File: config.mk
export PLATFORM = sky130hd
export DESIGN_NAME = loa_error_monitor_flat
export DESIGN_NICKNAME = d
export VERILOG_FILES = /design/src/rtl/loa_error_monitor_if.sv /design/src/rtl/loa_error_monitor.sv /design/src/flat_wrapper.sv
export SDC_FILE = /design/constraint.sdc
export NUM_CORES = 1
export LEC_CHECK = 0
export CAP_MARGIN = 20
export CORE_MARGIN = 2
export CORE_UTILIZATION = 40
export DETAILED_ROUTE_END_ITERATION = 8
export PLACE_DENSITY = 0.61
export REMOVE_ABC_BUFFERS = 1
export SLEW_MARGIN = 20
export SYNTH_ARGS = -nofsm -noshare
export SYNTH_HDL_FRONTEND = slang
export SYNTH_SLANG_ARGS = --single-unit
File: constraint.sdc
create_clock -name clk_i -period 3.5 [get_ports clk_i]
set_input_delay 0.875 -clock clk_i [delete_from_list [all_inputs] [get_ports clk_i]]
set_output_delay 0.875 -clock clk_i [all_outputs]
set_load 0.01 [all_outputs]
File: src/rtl/loa_error_monitor_if.sv
// Sample/statistics bus of the LOA error monitor.
// master drives samples and stats_ready; slave is the monitor.
interface loa_error_monitor_if #(
  parameter int WIDTH = 32,
  parameter int CNT_W = 16,
  parameter int SUM_W = 48
);
  logic             start_i;
  logic [WIDTH-1:0] add1_i;
  logic [WIDTH-1:0] add2_i;
  logic [WIDTH:0]   approx_i;
  logic             valid_i;
  logic             ready_o;
  logic             busy_o;
  logic [CNT_W-1:0] err_cnt_o;
  logic [WIDTH:0]   max_ed_o;
  logic [SUM_W-1:0] sum_ed_o;
  logic             stats_valid_o;
  logic             stats_ready_i;

  modport master (
    output start_i, add1_i, add2_i,
    output approx_i, valid_i,
    output stats_ready_i,
    input  ready_o, busy_o,
    input  err_cnt_o, max_ed_o,
    input  sum_ed_o, stats_valid_o
  );

  modport slave (
    input  start_i, add1_i, add2_i,
    input  approx_i, valid_i,
    input  stats_ready_i,
    output ready_o, busy_o,
    output err_cnt_o, max_ed_o,
    output sum_ed_o, stats_valid_o
  );
endinterface

File: src/rtl/loa_error_monitor.sv
// Error-distance monitor behind the LOA adder: 2-stage ED pipe,
// windowed err count / max / saturating sum, reported via valid/ready.
module loa_error_monitor #(
  parameter int WIDTH  = 32,
  parameter int WINDOW = 256,
  parameter int CNT_W  = 16,
  parameter int SUM_W  = 48
) (
  input logic clk_i,
  input logic rst_i,
  loa_error_monitor_if.slave bus
);
  typedef enum logic [1:0] {
    IDLE, ACCUM, DRAIN, REPORT
  } state_e;

  localparam logic [CNT_W-1:0] WIN =
    CNT_W'(WINDOW);
  localparam int AW =
    ((SUM_W > WIDTH + 1) ? SUM_W : WIDTH + 1) + 1;
  localparam logic [AW-1:0] SAT =
    (AW'(1) << SUM_W) - AW'(1);

  state_e state_q, state_d;

  logic [CNT_W-1:0] cnt_q, cnt_d;
  logic             s1_v_q, s1_v_d;
  logic [WIDTH:0]   s1_ex_q, s1_ex_d;
  logic [WIDTH:0]   s1_ap_q, s1_ap_d;
  logic             s2_v_q, s2_v_d;
  logic [WIDTH:0]   s2_ed_q, s2_ed_d;
  logic [CNT_W-1:0] err_q, err_d;
  logic [WIDTH:0]   max_q, max_d;
  logic [SUM_W-1:0] sum_q, sum_d;

  logic ready, busy, stats_valid;
  logic accept, last, clr;
  logic [AW-1:0] sum_ext;

  always_ff @(posedge clk_i) begin
    if (rst_i) state_q <= IDLE;
    else       state_q <= state_d;
  end

  always_comb begin
    state_d = state_q;
    unique case (state_q)
      IDLE:   if (bus.start_i) state_d = ACCUM;
      ACCUM:  if (last) state_d = DRAIN;
      // Empty pipe means the last ED has been accumulated.
      DRAIN:  if (!s1_v_q && !s2_v_q) state_d = REPORT;
      REPORT: if (bus.stats_ready_i) state_d = IDLE;
      default: state_d = IDLE;
    endcase
  end

  always_comb begin
    ready       = 1'b0;
    busy        = 1'b0;
    stats_valid = 1'b0;
    unique case (state_q)
      IDLE: ;
      ACCUM: begin
        busy  = 1'b1;
        ready = (cnt_q < WIN);
      end
      DRAIN: busy = 1'b1;
      REPORT: begin
        busy        = 1'b1;
        stats_valid = 1'b1;
      end
      default: ;
    endcase
  end

  assign accept = ready && bus.valid_i;
  assign last   = accept &&
                  (cnt_q == WIN - CNT_W'(1));
  assign clr    = (state_q == IDLE) && bus.start_i;

  always_comb begin
    cnt_d = cnt_q;
    if (clr)         cnt_d = '0;
    else if (accept) cnt_d = cnt_q + CNT_W'(1);

    s1_v_d  = accept;
    s1_ex_d = {1'b0, bus.add1_i} +
              {1'b0, bus.add2_i};
    s1_ap_d = bus.approx_i;

    s2_v_d  = s1_v_q;
    s2_ed_d = (s1_ex_q >= s1_ap_q) ?
              s1_ex_q - s1_ap_q :
              s1_ap_q - s1_ex_q;

    // Widened add so the carry shows saturation even when
    // SUM_W is narrower than the ED itself.
    sum_ext = AW'(sum_q) + AW'(s2_ed_q);

    err_d = err_q;
    max_d = max_q;
    sum_d = sum_q;
    if (clr) begin
      err_d = '0;
      max_d = '0;
      sum_d = '0;
    end else if (s2_v_q) begin
      if (s2_ed_q != '0)
        err_d = err_q + CNT_W'(1);
      if (s2_ed_q > max_q)
        max_d = s2_ed_q;
      sum_d = (sum_ext > SAT) ?
              SUM_W'(SAT) : SUM_W'(sum_ext);
    end
  end

  always_ff @(posedge clk_i) begin
    if (rst_i) begin
      cnt_q   <= '0;
      s1_v_q  <= 1'b0;
      s1_ex_q <= '0;
      s1_ap_q <= '0;
      s2_v_q  <= 1'b0;
      s2_ed_q <= '0;
      err_q   <= '0;
      max_q   <= '0;
      sum_q   <= '0;
    end else begin
      cnt_q   <= cnt_d;
      s1_v_q  <= s1_v_d;
      s1_ex_q <= s1_ex_d;
      s1_ap_q <= s1_ap_d;
      s2_v_q  <= s2_v_d;
      s2_ed_q <= s2_ed_d;
      err_q   <= err_d;
      max_q   <= max_d;
      sum_q   <= sum_d;
    end
  end

  assign bus.ready_o       = ready;
  assign bus.busy_o        = busy;
  assign bus.stats_valid_o = stats_valid;
  assign bus.err_cnt_o     = err_q;
  assign bus.max_ed_o      = max_q;
  assign bus.sum_ed_o      = sum_q;
endmodule

File: src/flat_wrapper.sv
// flat-port wrapper written by rule: the top's interface ports become plain ports
module loa_error_monitor_flat 
#(
  parameter int WIDTH  = 32,
  parameter int WINDOW = 256,
  parameter int CNT_W  = 16,
  parameter int SUM_W  = 48
)
  (clk_i, rst_i, bus_start_i, bus_add1_i, bus_add2_i, bus_approx_i, bus_valid_i, bus_stats_ready_i, bus_ready_o, bus_busy_o, bus_err_cnt_o, bus_max_ed_o, bus_sum_ed_o, bus_stats_valid_o);
  loa_error_monitor_if #(.WIDTH(WIDTH), .CNT_W(CNT_W), .SUM_W(SUM_W)) bus_i ();
  input logic clk_i;
  input logic rst_i;
  input wire logic [$bits(bus_i.start_i)-1:0] bus_start_i;
  input wire logic [$bits(bus_i.add1_i)-1:0] bus_add1_i;
  input wire logic [$bits(bus_i.add2_i)-1:0] bus_add2_i;
  input wire logic [$bits(bus_i.approx_i)-1:0] bus_approx_i;
  input wire logic [$bits(bus_i.valid_i)-1:0] bus_valid_i;
  input wire logic [$bits(bus_i.stats_ready_i)-1:0] bus_stats_ready_i;
  output wire logic [$bits(bus_i.ready_o)-1:0] bus_ready_o;
  output wire logic [$bits(bus_i.busy_o)-1:0] bus_busy_o;
  output wire logic [$bits(bus_i.err_cnt_o)-1:0] bus_err_cnt_o;
  output wire logic [$bits(bus_i.max_ed_o)-1:0] bus_max_ed_o;
  output wire logic [$bits(bus_i.sum_ed_o)-1:0] bus_sum_ed_o;
  output wire logic [$bits(bus_i.stats_valid_o)-1:0] bus_stats_valid_o;
  assign bus_i.start_i = bus_start_i;
  assign bus_i.add1_i = bus_add1_i;
  assign bus_i.add2_i = bus_add2_i;
  assign bus_i.approx_i = bus_approx_i;
  assign bus_i.valid_i = bus_valid_i;
  assign bus_i.stats_ready_i = bus_stats_ready_i;
  assign bus_ready_o = bus_i.ready_o;
  assign bus_busy_o = bus_i.busy_o;
  assign bus_err_cnt_o = bus_i.err_cnt_o;
  assign bus_max_ed_o = bus_i.max_ed_o;
  assign bus_sum_ed_o = bus_i.sum_ed_o;
  assign bus_stats_valid_o = bus_i.stats_valid_o;
  loa_error_monitor #(.WIDTH(WIDTH), .WINDOW(WINDOW), .CNT_W(CNT_W), .SUM_W(SUM_W)) u_core (.clk_i(clk_i), .rst_i(rst_i), .bus(bus_i));
endmodule
; ---- Word-level counts from Yosys, hierarchy flattened
; Cells that the tools add are included.
[totals]
register_bits = 216
inputBits = 102
output_inout_bits = 100
word_cells = 51
[op_classes]
addsub = 6
order_cmp = 4
n_eq_ne = 8
muxes = 10
reduce_logical = 13
[op_table]
columns = cell, count
row1 = subtractor 33 bit, 2
row2 = adder 48 x 33 -> 49 bit, 1
row3 = "> comparator 49 x 48 -> 1 bit, second input constant", 1
row4 = 2-to-1 mux 48 bit, 1
row5 = adder 32 x 32 -> 33 bit, 1
row6 = greater-or-equal comparator 33 bit, 1
row7 = > comparator 33 bit, 1
row8 = 2-to-1 mux 33 bit, 1
row9 = nonzero test 33 bit, 1
row10 = "adder 16 x 1 -> 16 bit, second input constant", 2
row11 = "== test 16 x 8 -> 1 bit, second input constant", 1
row12 = "< comparator 16 x 9 -> 1 bit, second input constant", 1
row13 = 2-to-1 mux 2 bit, 4
row14 = case mux 2 bit (4 select lines), 1
row15 = "== test 2 bit, second input constant", 2
row16 = logical AND 1 bit, 4
row17 = "inequality test 2 x 1 -> 1 bit, second input constant", 2
row18 = "inequality test 2 bit, second input constant", 2
row19 = AND reduction 2 bit, 2
row20 = AND reduction 4 bit, 1
row21 = 2-to-1 mux 1 bit, 3
row22 = OR reduction 3 bit, 1
row23 = "== test 2 x 1 -> 1 bit, second input constant", 1
row24 = logical NOT 1 bit, 2
row25 = 2 further kinds, 2

; ---- Longest topological paths before layout
; Gate-level depths: netlist (run 1).
[logic_depth]
depth_word = 6
ltp_mapped = 15
mapped_depth_nobuf = 13

; ---- Worst setup path after synthesis (run 1)
; OpenSTA, ideal clock, no wires.
[synth_path]
path_kind = input-to-reg
from = in bus_add2_i[0]
to = reg u_core.s1_ex_q[20]
setup_time_ns = 0.134
arrival_ns = 3.307
required_ns = 3.366
slack_ns = 0.059
path_stages = 13
path_buffers = 0
path_cell_list = ha_1 inv_1 fa_1 nor2b_1 o21ai_1 a21oi_1 o41a_1 o21ai_1 a21boi_1 o31a_1 o31a_1 nor4bb_1 or4_1
[synth_between]
elab_chain_cells = 1
[synth_rtl]
columns = element, line
row1 = "start, declared", flat_wrapper.sv:15  ; input wire logic [$bits(bus_i.add2_i)-1:0] bus_add2_i;
row2 = adder 32 x 32 -> 33 bit, loa_error_monitor.sv:87  ; s1_ex_d = {1'b0, bus.add1_i} +
row3 = "end signal, assigned", loa_error_monitor.sv:121  ; s1_ex_q <= '0;
row4 = "end signal, assigned", loa_error_monitor.sv:131  ; s1_ex_q <= s1_ex_d;
row5 = "end, declared", loa_error_monitor.sv:28  ; logic [WIDTH:0] s1_ex_q, s1_ex_d;
; Every way passes these cells.
; A chain may end at the register's enable or synchronous reset.

; ---- Worst setup path after layout (run 1)
[layout_path]
from = in bus_add2_i[2]
to = reg u_core.s1_ex_q[20]
; The elaborated chain is that of the path after synthesis.

==> flow_summary.toml, run 1 <==
[floorplan]
core_area_um2 = 36400
die_w_um = 196
std_cell_rows = 70
dieArea_um2 = 38400
pin_count = 202
start_util_pct = 40.4
die_h_um = 196

[routing]
avgViaCountPerCell = 5.30
wirelength_mm = 40.3
drc = 0
detail_route.wl_per_cell_um = 15.4
drt_iter0_markers = 659
firstDrtPassIters = 5
postRouteAntennaNets = 0
num_vias = 13800

[cts]
cts_root_buf = "clkbuf_16"
clock_latency_ns = 0.54
htree_levels = 1
cts_buffer_depth = 3
cts_sinks = 216
path_clk_slew_ns = 0.06
cts_buffers = 25
cts_hold_buf = 0
cts_tree = "done"

[yosys]
ys_ff_latch = 216
ys_seq_area_share_pct = 29.3
async_reset_ff_share_pct = 0
synth_top_cell_by_area = "dfxtp_1"
synth_cell_types = 78
synth_warnings = 0
yosys_most_used_dff = "dfxtp_1"
synthCells = 1846
yosysTopAreaCellShare_pct = 29.3
synth_edf_count = 0
synth_area_per_cell_um2 = 7.98
netlist_area_um2 = 14700
yosys-top-cells-area = "dfxtp_1 29%, ha_1 14%, a21oi_1 5.4%, o21ai_0 4.4%, a21o_1 4.4%"

[placed_design]
place_congestion = 0.924
portBuffers = 201
dp.cells = 2563
dpl.hpwl_mm = 32.5

[timing]
drv_slew = 0
max_slew_margin_pct = 47.8
fmax_mhz = 293
tightest_slew_ns = 0.776
setup_viol = 0
hold_ws_ns = 0.452
final_min_period_over_clock_period_pct = 97.6
skew_ns = 0.0203
post-route-min-period_ns = 3.42
hold_violations = 0
tns_ns = 0

[critical_path]
crit_chain = "clkdlybuf4s50_1, ha_1, nor2b_4, o21ai_2, a21oi_2, o41a_1, o21ai_2, a21boi_2, o31a_1, o31a_1, nor4bb_2, or4_1"
critPathLaunchType = "primary input"
slowest_delay_ns = 0.41
worstReg2RegStart = "u_core.s1_ap_q[1]"
worstSetupEndpointType = "flip-flop"
required_ns = 3.91
critPathLaunch = "bus_add2_i[2]"
path_class = "in2reg"
reg2reg_slack_ns = 0.14
worstPathMaxFanout = 3
cp_slowest_cell = "clkdlybuf4s50_1"
critPathArrivalTime_ns = 3.82

[pwr]
leakagePower_nw = 8.10
vdd_drop_max_v = 0.000271
power_density_nw_per_um2 = 496

[global_routing]
antenna_found_initial = 0
grt_max_degree = 52
grt_pass1_vias = 13400
grt_usage_pct = 20.5
grt_pass1_wl_mm = 65.8
grt_overflow_total = 0

[cells_and_area]
insertedDiodeCount = 0
fillCellCount = 3519
layout.nets = 2403
areaGrowthSynthToFinish_pct = 29.6
utilization_pct = 52.4
drive_gt1_share_pct = 10.7
finalNonFillerCells = 2614

[worst_hold_path]
hold_class = "reg2reg"
min-delay-start = "u_core.cnt_q[8]"

[run]
cap_violations = 0

[status]
status = "finished clean"
flip-flops by register name, summed over array words and instances (netlist names):
name and flops:
u_core.s2_v_q 1, u_core.bus.err_cnt_o 16, u_core.cnt_q 16, u_core.bus.max_ed_o 33
u_core.s1_ap_q 33, u_core.state_q 2, u_core.s1_v_q 1, u_core.bus.sum_ed_o 48
u_core.s2_ed_q 33, u_core.s1_ex_q 33
cell usage in the layout (no fill, tap or decap), types with 6 or more instances in the layout:
| cell | instances |
|---|---|
| nand3b_1 | 8 |
| a21o_1 | 86 |
| a31oi_1 | 38 |
| or3_1 | 14 |
| ha_1 | 169 |
| mux2i_1 | 8 |
| o21a_1 | 12 |
| buf_12 | 6 |
| nor2b_1 | 59 |
| o21ai_0 | 130 |
| clkdlybuf4s50_1 | 198 |
| a211oi_1 | 24 |
| and3_1 | 23 |
| xor2_1 | 46 |
| a21oi_1 | 155 |
| clkinv_2 | 7 |
| buf_4 | 128 |
| nor4_1 | 14 |
| nand2_1 | 106 |
| inv_1 | 138 |
| nor3_1 | 31 |
| o211ai_1 | 9 |
| nand2b_1 | 10 |
| o21bai_1 | 21 |
| dfxtp_1 | 215 |
| nand4_1 | 26 |
| xnor2_1 | 40 |
| nor2_1 | 165 |
| nand3_1 | 66 |
| and2_1 | 19 |
| o31ai_1 | 9 |
| clkbuf_16 | 25 |
| o21ai_1 | 8 |
routing by layer:
metal / wire length, um / share of wire, % / global-route usage [%] / up-vias
met5: 0 / 0 / 0 / -
met1: 18700 / 46 / 27.0 / 6290
met2: 18200 / 45 / 34.3 / 361
met4: 1340 / 3.3 / 7.32 / 0
met3: 2120 / 5.3 / 2.65 / 78
li1: - / - / - / 7119
per-stage QoR:
stage	setup WS, ns	power [mW]	instance area (um2)
global placement	-0.526	6.68	18100
finish	0.0838	9.48	19100
CTS	-0.000948	9.52	18900
global route	-0.00959	10.1	19100
detailed placement	-0.626	6.73	18100
floorplan	-1.39	5.38	14400
where the power goes:
part	internal (mW)	switching, mW
logic	1.73	2.02
clock network	1.69	1.05
registers	2.70	0.279
total	6.12	3.35
timing repair:
item | CTS | global route
buffers inserted | 0 | 5
setup endpoints to repair | 13 | 34
gates resized for setup | 3 | 28
pin swaps | 0 | 13
final cells by class:
type | count | area [um2] | share of cell area [%]
clock inverter | 14 | 179 | 0.937
multi-input combinational | 1411 | 9700 | 50.8
inverter | 139 | 522 | 2.73
sequential | 216 | 4330 | 22.7
timing repair buffer | 334 | 3090 | 16.2
clock buffer | 32 | 692 | 3.62
tap | 468 | 586 | 3.07
final timing paths:
check / cells past startpoint / to
hold reg to reg: 2 / u_core.cnt_q[8]
hold / removal: 2 / u_core.cnt_q[8]
setup reg to reg: 15 / u_core.s2_ed_q[3]
setup / recovery: 12 / u_core.s1_ex_q[20]
critical path, delay by kind of cell:
kind	cells	cell delay (ns)
AND/OR/NAND/NOR	3	0.71
AO/OA/AOI/OAI	7	1.50
adder cells (fa/ha/maj)	1	0.33
buffers and inverters	1	0.41
cell usage after synthesis, types with 23 or more instances:
| library cell | count |
|---|---|
| nor2_1 | 165 |
| a21oi_1 | 159 |
| xnor2_1 | 40 |
| nand3_1 | 66 |
| nand2_1 | 106 |
| nor3_1 | 31 |
| nand4_1 | 26 |
| and3_1 | 23 |
| clkbuf_1 | 55 |
| ha_1 | 170 |
| a211oi_1 | 25 |
| a21o_1 | 86 |
| nor2b_1 | 61 |
| o21ai_0 | 131 |
| inv_1 | 139 |
| dfxtp_1 | 216 |
| xor2_1 | 46 |
| a31oi_1 | 39 |
kinds of logic after synthesis:
family	Yosys count	synth area share [%]
buf+inv	219	5.82
simple gates	565	18.8
flops	216	29.3
mux	18	1.35
xor+xnor	86	5.11
fa+ha+maj	174	15.0
compound gates	568	24.6
(Power assumes the default switching activity.)
==> run 2, diff against run 1 <==
- CORE_ASPECT_RATIO: unset -> 0.6
- SKIP_LAST_GASP: unset -> 1
- SLEW_MARGIN: 20 -> unset
==> run 2 against run 1 <==
Effect of this change: cell count increased by 1.8%; via count is 2.8% higher; combinational power is 5% higher; sequential share of layout area decreased by 0.56 points; highest routed layer unchanged; final area rose by 2.5%.
==> flow_summary.toml, run 2 (same netlist as run 1, synthesis figures left out) <==
[floorplan]
die_h_um = 153
std_cell_rows = 54
die_w_um = 252
dieArea_um2 = 38400
start_util_pct = 40.5
core_area_um2 = 36300
pin_count = 202

[timing]
tightest_slew_ns = 0.918
fmax_mhz = 292
final_min_period_over_clock_period_pct = 98.0
rsz0062_at_grt = "true"
skew_ns = 0.0107
setup_viol = 0
max_slew_margin_pct = 38.2
hold_violations = 0
drv_slew = 0
post-route-min-period_ns = 3.43

[pwr]
seqPwrFrac_pct = 30.3
switching_share_pct = 35.8
power_density_nw_per_um2 = 499
p_total_mw = 9.77
p_comb_share_pct = 40.4
vdd_drop_max_v = 0.000315
p_sw_mw = 3.49
intPower_mw = 6.28
leakagePower_nw = 8.32
p_clk_share_pct = 29.3

[critical_path]
worstPathMaxFanout = 3
reg2reg_slack_ns = 0.13
critPathArrivalTime_ns = 3.86
path_common_cell = "buf_4"
crit_family = "compound AO/OA/AOI/OAI gates"
worstReg2RegStart = "u_core.s2_ed_q[0]"
worstSetupEndpointType = "flip-flop"
rr_endpoint = "u_core.bus.sum_ed_o[37]"
cp_slowest_cell = "or4_4"
path_class = "in2reg"
crit_chain = "clkdlybuf4s50_1, ha_2, or4_4, o21ai_2, buf_4, o31ai_2, a22o_1, a21boi_2, a31oi_4, buf_4, a21o_1, a21oi_2, mux2_2"
path_buf_inv = 3
rr_worst_depth = 15
critPathLaunchType = "primary input"
slowest_delay_ns = 0.54
required_ns = 3.93

[cts]
cts_sinks = 216
cts_tree = "done"
cts_buffers = 24
clock_latency_ns = 0.54
cts_buffer_depth = 3
cts_root_buf = "clkbuf_16"
htree_levels = 1
path_clk_slew_ns = 0.06
cts_hold_buf = 0

[routing]
drc = 0
avgViaCountPerCell = 5.35
firstDrtPassIters = 5
wirelength_mm = 44.3
detail_route.wl_per_cell_um = 16.7
postRouteAntennaNets = 0
drt_iter0_markers = 991
num_vias = 14200

[global_routing]
grt_max_degree = 64
antenna_found_initial = 0
grt_pass1_wl_mm = 71.2
grt_overflow_total = 0
grt_usage_pct = 22.6
grt_pass1_vias = 13400

[run]
cap_violations = 0

[placed_design]
dpl.hpwl_mm = 34.9
portBuffers = 201
dp.cells = 2607
place_congestion = 0.906

[cells_and_area]
insertedDiodeCount = 0
areaGrowthSynthToFinish_pct = 32.8
fillCellCount = 3450
layout.nets = 2443
largest_register_ffs = 48
layout_common_cells = "215 x dfxtp_1, 196 x clkdlybuf4s50_1, 167 x ha_1"
final_common_cell = "dfxtp_1"
finalNonFillerCells = 2660
drive_gt1_share_pct = 13.1

[worst_hold_path]
hold_class = "reg2reg"
holdPathEnd = "u_core.cnt_q[8]"
min-delay-start = "u_core.cnt_q[8]"
hold_path_depth = 2

[status]
status = "finished clean"
-- run 2: metrics by stage --
stage          worst slack, ns  hold WS (ns)  utilization [%]  setup TNS, ns  cell area, um2
6_report                0.0702         0.452             53.9              0           19600
2_1_floorplan            -1.39         0.420                -         -97.31           14400
4_1_cts                -0.0352         0.452             53.2        -0.0352           19300
3_5_place_dp            -0.663         0.444             50.6          -8.58           18400
3_3_place_gp            -0.599         0.434             50.6          -5.70           18400
5_1_grt                -0.0677         0.462             53.9         -0.204           19600
-- run 2: final cells by class --
type / count / area [um2] / area share, %
multi-input cells: 1411 / 9820 / 50.1
flip-flops and latches: 216 / 4330 / 22.1
repair buffers: 375 / 3430 / 17.5
clock buffers: 32 / 702 / 3.59
well taps: 476 / 596 / 3.04
inverters: 139 / 522 / 2.67
clock inverters: 11 / 189 / 0.965
-- run 2: worst max path at each step --
stage | from | endpoint | slack [ns] | cells after the start
5_1_grt | u_core.s1_ap_q[10] | u_core.s2_ed_q[25] | -0.07 | 14
2_1_floorplan | bus_start_i | u_core.bus.sum_ed_o[10] | -1.39 | 3
6_report | bus_add2_i[3] | u_core.s1_ex_q[27] | 0.07 | 13
3_3_place_gp | bus_add2_i[0] | u_core.s1_ex_q[20] | -0.60 | 14
4_1_cts | u_core.s2_ed_q[0] | u_core.bus.sum_ed_o[37] | -0.04 | 15
3_5_place_dp | bus_add2_i[0] | u_core.s1_ex_q[20] | -0.66 | 14
-- run 2: power groups by stage --
stage               clock [mW]  sequential [mW]  combinational, mW
finish                    2.86             2.96               3.95
global route              3.05             2.99               4.39
CTS                       2.93             2.97               3.84
detailed placement           0             3.02               3.80
global placement             0             3.02               3.75
floorplan                    0             2.93               2.45
-- run 2: metal layers --
layer  vias to the layer above  part of all wire, %  global-route usage [%]  wire, um
li1                       7225                    -                       -         -
met4                         0                 0.98                    2.87       434
met2                       322                   41                    33.9     18200
met1                      6656                   52                    34.3     23100
met5                         -                    0                       0         0
met3                        29                  5.8                    4.07      2570
-- run 2: repair_timing --
item,in CTS,in global routing
buffers inserted,5,5
setup endpoints to repair,42,76
pin swaps,12,16
resized for setup,14,40
-- run 2: tightest hold or removal path, stage by stage (launching register included) --
cell     delay (ns)
dfxtp_1        0.31
inv_1          0.04
a21oi_1        0.05
==> run 3, diff against run 2 <==
- CORE_ASPECT_RATIO: 0.6 -> unset
- HOLD_SLACK_MARGIN: unset -> 0.02
- SLEW_MARGIN: unset -> 20
==> run 3 against run 2 <==
Effect of this change: global-route usage is 2.1 points lower; sequential cell count stayed put; maximum frequency is 0.40% higher; utilization is 1.5 points lower; final area is 2.5% lower; critical endpoint is now u_core.s1_ex_q[20]; largest cell class unchanged.
==> flow_summary.toml, run 3 (same netlist as run 1, synthesis figures left out) <==
[status]
status = "finished clean"

[cts]
cts_sinks = 216
cts_buffers = 25
clock_latency_ns = 0.54
cts_root_buf = "clkbuf_16"
cts_hold_buf = 0
cts_buffer_depth = 3
htree_levels = 1
cts_tree = "done"
path_clk_slew_ns = 0.06

[placed_design]
dpl.hpwl_mm = 32.5
post-place-ws_ns = -0.626
place_congestion = 0.924
portBuffers = 201

[floorplan]
std_cell_rows = 70
pin_count = 202
dieArea_um2 = 38400
start_util_pct = 40.4
core_area_um2 = 36400
die_h_um = 196
die_w_um = 196

[cells_and_area]
areaGrowthSynthToFinish_pct = 29.5
layout_common_cells = "215 x dfxtp_1, 198 x clkdlybuf4s50_1, 169 x ha_1"
final_common_cell = "dfxtp_1"
insertedDiodeCount = 0
layout.nets = 2403
drive_gt1_share_pct = 10.7
largest_register_ffs = 48

[timing]
skew_ns = 0.0195
tightest_slew_ns = 0.772
setup_viol = 0
worst_slack_ns = 0.0838
fmax_mhz = 293
drv_slew = 0
max_slew_margin_pct = 48.1
rsz0062_at_grt = "true"
post-route-min-period_ns = 3.42
final_min_period_over_clock_period_pct = 97.6
hold_violations = 0

[routing]
num_vias = 13800
drc = 0
avgViaCountPerCell = 5.29
firstDrtPassIters = 5
detail_route.wl_per_cell_um = 15.4
wirelength_mm = 40.3
drt_iter0_markers = 659
postRouteAntennaNets = 0

[pwr]
p_total_mw = 9.48
leakagePower_nw = 8.10
power_density_nw_per_um2 = 497
vdd_drop_max_v = 0.000271

[worst_hold_path]
hold_class = "reg2reg"

[critical_path]
worstSetupEndpointType = "flip-flop"
worstReg2RegStart = "u_core.s1_ap_q[1]"
critPathArrivalTime_ns = 3.82
rr_worst_depth = 15
path_class = "in2reg"
critPathLaunchType = "primary input"
required_ns = 3.91
reg2reg_slack_ns = 0.14
worstPathMaxFanout = 3
critPathLaunch = "bus_add2_i[2]"
slowest_delay_ns = 0.41
rr_endpoint = "u_core.s2_ed_q[3]"
critPathCapture = "u_core.s1_ex_q[20]"
cp_slowest_cell = "clkdlybuf4s50_1"
crit_chain = "clkdlybuf4s50_1, ha_1, nor2b_4, o21ai_2, a21oi_2, o41a_1, o21ai_2, a21boi_2, o31a_1, o31a_1, nor4bb_2, or4_1"

[global_routing]
grt_usage_pct = 20.5
antenna_found_initial = 0
grt_max_degree = 52
grt_overflow_total = 0
grt_pass1_wl_mm = 65.8
grt_pass1_vias = 13400

[run]
cap_violations = 0
[run 3: cell types whose count changed in the layout (fill, tap and decap cells not counted), moves of 3 or more]
cell | previous run | this run
buf_4 | 166 | 128
clkinv_2 | 3 | 7
a211oi_2 | 5 | 2
a31oi_1 | 35 | 38
buf_12 | 9 | 6
dlygate4sd2_1 | 3 | 0
nor4_1 | 11 | 14
[run 3: cell type report]
type / count / area, um2
Sequential cell: 216 / 4330
Tap cell: 468 / 586
Clock buffer: 32 / 692
Timing Repair Buffer: 334 / 3090
Fill cell: 3520 / 17300
Multi-Input combinational cell: 1411 / 9700
Inverter: 139 / 522
Clock inverter: 14 / 179
[run 3: worst min path at each step]
stage / startpoint / end / slack [ns] / cells after the start
final: u_core.cnt_q[8] / u_core.cnt_q[8] / 0.45 / 2
after floorplan: u_core.cnt_q[15] / u_core.cnt_q[15] / 0.42 / 1
after global routing: u_core.s1_v_q / u_core.s2_v_q / 0.47 / 1
after detailed placement: u_core.cnt_q[11] / u_core.cnt_q[11] / 0.44 / 1
after global placement: u_core.cnt_q[15] / u_core.cnt_q[15] / 0.43 / 1
after CTS: u_core.s1_v_q / u_core.s2_v_q / 0.45 / 1
[run 3: layer usage]
layer,part of all wire (%),vias to the layer above,global-route usage [%]
li1,-,7121,-
met4,3.3,0,7.32
met5,0,-,0
met3,5.3,78,2.65
met1,46,6287,27.0
met2,45,355,34.3
[run 3: power by group]
| group | internal [mW] | switching [mW] | leakage (nW) |
|---|---|---|---|
| sequential | 2.70 | 0.279 | 1.77 |
| clock | 1.69 | 1.05 | 0.429 |
| combinational | 1.73 | 2.02 | 5.90 |
[run 3: stage by stage]
stage          hold WS (ns)  std cells   TNS [ns]  util, %  area, um2
5_1_grt               0.469       2614    -0.0444     52.4      19100
6_report              0.452       2614          0     52.4      19100
3_3_place_gp          0.434       2563      -3.83     49.6      18100
4_1_cts               0.453       2609  -0.000948     52.0      18900
2_1_floorplan         0.420       1766     -97.31        -      14400
3_5_place_dp          0.444       2563      -4.62     49.6      18100
[run 3: critical path: cells and delay by family]
family	cells	cell delay [ns]
AO/OA/AOI/OAI	7	1.50
adder cells (fa/ha/maj)	1	0.33
buffers and inverters	1	0.41
AND/OR/NAND/NOR	3	0.71
[run 3: repair_timing]
item	4_1_cts	5_1_grt
resized for setup	3	27
pin swaps	0	13
setup buffers	0	5
setup endpoints to repair	13	34
